--- src/rtl/regfile_write_demux_if.sv ---
// Write-request channel into the register-file write distributor.
// Carries a valid/ready handshake with the target address and data word.
interface regfile_write_demux_if #(
    parameter int DATA_WIDTH = 32,
    parameter int ADDR_WIDTH = 5
);
    logic                  valid;
    logic                  ready;
    logic [ADDR_WIDTH-1:0] addr;
    logic [DATA_WIDTH-1:0] data;

    modport master (output valid, output addr, output data, input ready);
    modport slave  (input valid, input addr, input data, output ready);
endinterface

--- src/rtl/regfile_write_demux.sv ---
// Write-side distributor: one-entry holding stage feeding a registered
// one-hot row enable and broadcast data word for the register file.
module regfile_write_demux #(
    parameter int DATA_WIDTH = 32,
    parameter int ADDR_WIDTH = 5,
    parameter int PROTECT_R0 = 1
) (
    input  logic                       clk,
    input  logic                       rst,
    regfile_write_demux_if.slave       w,
    input  logic                       hold,
    output logic [2**ADDR_WIDTH-1:0]   we_out,
    output logic [DATA_WIDTH-1:0]      data_out,
    output logic                       busy,
    output logic [7:0]                 drop_cnt
);
    localparam int NT = 2**ADDR_WIDTH;

    typedef enum logic {EMPTY, FULL} state_t;

    state_t                state;
    state_t                state_nxt;
    logic [ADDR_WIDTH-1:0] ea;
    logic [DATA_WIDTH-1:0] ed;
    logic                  accept;
    logic                  issue;
    logic                  drop;
    logic [NT-1:0]         we_nxt;

    assign w.ready = (state == EMPTY) | ~hold;
    assign accept  = w.valid & w.ready;
    assign issue   = (state == FULL) & ~hold;
    assign drop    = issue & (PROTECT_R0 != 0) & (ea == '0);
    assign busy    = (state == FULL);

    always_comb begin
        state_nxt = state;
        we_nxt    = '0;
        unique case (state)
            EMPTY: if (accept) state_nxt = FULL;
            FULL:  if (issue && !accept) state_nxt = EMPTY;
            default: state_nxt = EMPTY;
        endcase
        if (issue && !drop) we_nxt[ea] = 1'b1;
    end

    always_ff @(posedge clk or negedge rst) begin
        if (!rst) state <= EMPTY;
        else      state <= state_nxt;
    end

    always_ff @(posedge clk or negedge rst) begin
        if (!rst) begin
            ea       <= '0;
            ed       <= '0;
            we_out   <= '0;
            data_out <= '0;
            drop_cnt <= '0;
        end else begin
            if (accept) begin
                ea <= w.addr;
                ed <= w.data;
            end
            we_out <= we_nxt;
            if (issue) data_out <= ed;
            // saturate rather than wrap so the counter stays meaningful
            if (drop && drop_cnt != 8'hFF) drop_cnt <= drop_cnt + 8'd1;
        end
    end
endmodule

--- src/flat_wrapper.sv ---
// flat-port wrapper written by rule: the top's interface ports become plain ports
module regfile_write_demux_flat 
#(
    parameter int DATA_WIDTH = 32,
    parameter int ADDR_WIDTH = 5,
    parameter int PROTECT_R0 = 1
)
  (clk, rst, hold, we_out, data_out, busy, drop_cnt, w_valid, w_addr, w_data, w_ready);
  regfile_write_demux_if #(.DATA_WIDTH(DATA_WIDTH), .ADDR_WIDTH(ADDR_WIDTH)) w_i ();
  input  logic clk;
  input  logic rst;
  input  logic hold;
  output logic [2**ADDR_WIDTH-1:0] we_out;
  output logic [DATA_WIDTH-1:0] data_out;
  output logic busy;
  output logic [7:0] drop_cnt;
  input wire logic [$bits(w_i.valid)-1:0] w_valid;
  input wire logic [$bits(w_i.addr)-1:0] w_addr;
  input wire logic [$bits(w_i.data)-1:0] w_data;
  output wire logic [$bits(w_i.ready)-1:0] w_ready;
  assign w_i.valid = w_valid;
  assign w_i.addr = w_addr;
  assign w_i.data = w_data;
  assign w_ready = w_i.ready;
  regfile_write_demux #(.DATA_WIDTH(DATA_WIDTH), .ADDR_WIDTH(ADDR_WIDTH), .PROTECT_R0(PROTECT_R0)) u_core (.clk(clk), .rst(rst), .w(w_i), .hold(hold), .we_out(we_out), .data_out(data_out), .busy(busy), .drop_cnt(drop_cnt));
endmodule
--- config.mk ---
export PLATFORM = sky130hd
export DESIGN_NAME = regfile_write_demux_flat
export DESIGN_NICKNAME = d
export VERILOG_FILES = /design/src/rtl/regfile_write_demux_if.sv /design/src/rtl/regfile_write_demux.sv /design/src/flat_wrapper.sv
export SDC_FILE = /design/constraint.sdc
export NUM_CORES = 1
export LEC_CHECK = 0
export BUFFER_PORTS_ARGS = -buffer_cell sky130_fd_sc_hd__buf_4
export CAP_MARGIN = 0
export CELL_PAD_IN_SITES_DETAIL_PLACEMENT = 1
export CELL_PAD_IN_SITES_GLOBAL_PLACEMENT = 1
export CORE_ASPECT_RATIO = 1.4
export CORE_UTILIZATION = 36
export CTS_CLUSTER_SIZE = 24
export DETAILED_ROUTE_END_ITERATION = 12
export GPL_ROUTABILITY_DRIVEN = 0
export HOLD_SLACK_MARGIN = 0.08
export PLACE_DENSITY = 0.72
export SETUP_SLACK_MARGIN = 0.3
export SKIP_LAST_GASP = 1
export SYNTH_ARGS = -nofsm -noshare
export SYNTH_HDL_FRONTEND = slang
export SYNTH_SLANG_ARGS = --single-unit
--- constraint.sdc ---
create_clock -name clk -period 1.8 [get_ports clk]
set_input_delay 0.36 -clock clk [delete_from_list [all_inputs] [get_ports clk]]
set_output_delay 0.36 -clock clk [all_outputs]
set_load 0.02 [all_outputs]
==> results.md <==
- Num CTS Buffers: 9
- CP max stage cell: or4b_4
- Final nets: 509
- Setup_tns: 0 ps
- Required @ worst endpoint: ~2000 ps
- Antenna Nets Post-Route: 0
- Mean Syn Cell Area: 12.0 um2
- CTS Buffer Depth: 2
- Flops & latches, synth: 110
- Setup ws final: 107 ps
- TritonRoute pass-1 iters: 4
- N_diodes: 0
- Total grt overflow: 0
- Clock root buffer: clkbuf_16
- Hold Path Sink: u_core.busy$_DFF_PN0_
- Commonest non-fill, non-tap cells in the layout: buf_4 (128), dfrtp_1 (109), nand2_1 (100), mux2_2 (38), nor2_1 (36)
- Proportion of layout cells with a drive suffix above 1: 0.420
- Die Ht: 127 um
- Crit path max fanout: 5
- Row count: 45
- Async SR Flop Fraction: 1.00
- Mapped Cells: 337
- # fillers: 1177
- Mapped Area: roughly 4000 um2
- Core Box Area: 10900 um2
- Commonest non-fill, non-tap cell in the layout: buf_4
- Cell Pwr Density: roughly 1100 nW/um2
- Port Buf Inserts: 114
- Worst Path Arrival: ~1900 ps
- CP Cell Sequence: or4b_4 > a211o_4 > mux2_4
- Psw: ~0.0016 W
- Wire per inst: 16.0 um
- Worst skew pair latency: 340 ps
- Drc violations: 0
- Worst VDD drop: between 500 and 600 uV
- Vias in the first global route: 3092
- Non-filler cells, final: 612
- Final hold vios: 0
- Reg clk slew, reported paths: roughly 70 ps
- Hold path cells: 2
- Max Slew Vio Count: 0
- R2r startpoint: u_core.ea[1]$_DFFE_PN0P_
- CP Launch Type: flop
- Fin crit share: 0.941
- Setup CP Type: reg2reg
- Post-synth top flop: dfrtp_1
- R2R setup slack: 110 ps
- Post-DP HPWL: approximately 6.7 mm
- Worst R2R End: u_core.drop_cnt[1]$_DFFE_PN0P_
- Gr usage total: 0.177
- Cell Area, Placed: 5150 um2
- Setup WS pre-CTS: -14.0 ps
- Switching Share: 0.271
- Internal power: 0.00445 W
- DR iter-0 viols: 93
- Finished Cell Area: 5520 um2
- EDFF count, synth: 0
- Clock power frac: 0.319
- Placed Cells incl. Taps: 590
- Yosys Warn Count: 0
- Sequential cell area: 2750 um2
- Post-Route WL: 9.76 mm
- Initial antenna violation count: 0
- Width of the die: 91.6 um
- # Max-Cap Violations: 0
- CTS Sinks: 110
- H-tree levels: 3
- Hold WS: roughly 220 ps
- Worst hold start: w_valid
- Area grow syn2layout: 36.5%
- I/O Pins: 115
- Netlist cell types: 27
- Clk_skew: 8.36 ps
- Footprint of the multi-input gates: roughly 1200 um2
- Critical path endpoint category: flop
- Global-route wire length before repair: 15.8 mm
- RSZ-0062 raised after global routing: yes
- Register area share after synthesis: 0.681
- DR vias: 2876
- Worst hold path type: in2reg
- Fmax achieved: 591 MHz
- TritonCTS clock tree: yes
- Via-to-Cell Ratio: about 4.7
- Syn_nets: 379
- Worst reg-to-reg path cell count: 3
- Endpoints failing setup: 0
- Tmin final: 1690 ps
- Starting Density: 0.372
- Full die area: 11700 um2
- Status: completed
- Combinational group share of total power: 0.199
- Largest net degree at the start of global routing: between 50 and 60
- Lkg Pwr: 2.80 nW
- Flop pwr share: 0.482
- Delay of the slowest critical-path stage: between 500 and 600 ps
-- power by group through the flow --
stage                     logic (W)  clock network, W  registers [W]
after detailed placement    0.00116                 0        0.00300
after global routing        0.00132           0.00208        0.00297
final                       0.00121           0.00194        0.00294
after floorplan            0.000390                 0        0.00318
after global placement      0.00112                 0        0.00298
after CTS                   0.00120           0.00201        0.00294
-- kinds of logic (layout without fill, tap and decap cells) --
kind of cell | Yosys count | count (layout) | synth area share
compound gates | 1 | 1 | 0.00433
xor+xnor | 4 | 4 | 0.00866
fa+ha+maj | 1 | 1 | 0.00309
buf+inv | 17 | 151 | 0.0186
flops | 110 | 110 | 0.681
mux | 41 | 41 | 0.114
other cells | 1 | 1 | 0.000927
simple gates | 162 | 162 | 0.169
-- worst max-delay path by stage --
stage,startpoint,endpoint
after global placement,hold,u_core.drop_cnt[1]$_DFFE_PN0P_
final,u_core.ea[1]$_DFFE_PN0P_,u_core.drop_cnt[1]$_DFFE_PN0P_
after CTS,u_core.ea[1]$_DFFE_PN0P_,u_core.drop_cnt[1]$_DFFE_PN0P_
after floorplan,u_core.ea[1]$_DFFE_PN0P_,u_core.drop_cnt[1]$_DFFE_PN0P_
after detailed placement,hold,u_core.drop_cnt[1]$_DFFE_PN0P_
after global routing,u_core.ea[1]$_DFFE_PN0P_,u_core.drop_cnt[1]$_DFFE_PN0P_
-- sequential cells by signal, indices dropped and copies added, names as in the netlist --
name and count:
u_core.ea 5, u_core.data_out 32, u_core.busy 1, u_core.drop_cnt 8, u_core.ed 32, u_core.we_out 32
-- critical path, delay by kind of cell (launching register included) --
family             cells  cell delay, ps
and+or+nand+nor        1             570
DFF                    1             390
AOI/OAI and AO/OA      1             330
muxes                  1             300
-- repair_timing --
| item | CTS | global route |
|---|---|---|
| endpoints found under the setup margin | 8 | 8 |
| hold buffers | 1 | 0 |
| pin swaps | 0 | 1 |
| gates resized for setup | 1 | 4 |
| hold endpoints to repair | 17 | 0 |
| gates cloned | 0 | 0 |
| setup buffers | 3 | 3 |
-- Yosys cell counts (3+ instances only) --
master / count / area, um2
xor2_1: 3 / 26.3
nand3_1: 5 / 25.0
dfrtp_1: 110 / 2750
nand2_1: 101 / 379
mux2_2: 38 / 428
inv_1: 3 / 11.3
clkbuf_1: 10 / 37.5
nor2_1: 37 / 139
nand3b_1: 4 / 30.0
buf_2: 3 / 15.0
-- metrics by stage --
step                      utilization  total power [W]
after detailed placement        0.474          0.00416
final                           0.508          0.00609
after global routing            0.508          0.00638
after global placement          0.474          0.00411
after floorplan                     -          0.00357
after CTS                       0.504          0.00615
-- cell type report --
cell class,count,share of cell area
well taps,141,0.0320
multi-input cells,210,0.226
repair buffers,133,0.189
clock inverters,4,0.00861
clock buffers,11,0.0440
flip-flops and latches,110,0.499
inverters,3,0.00204
-- layer usage --
metal | share of wire | global-route usage | vias to the layer above | routed length, um
li1 | - | - | 1327 | -
met1 | 0.39 | 0.208 | 1471 | 3820
met2 | 0.55 | 0.317 | 65 | 5380
met3 | 0.039 | 0.0286 | 13 | 377
met4 | 0.019 | 0.0756 | 0 | 185
met5 | 0 | 0 | - | 0
(Power assumes the default switching activity.)
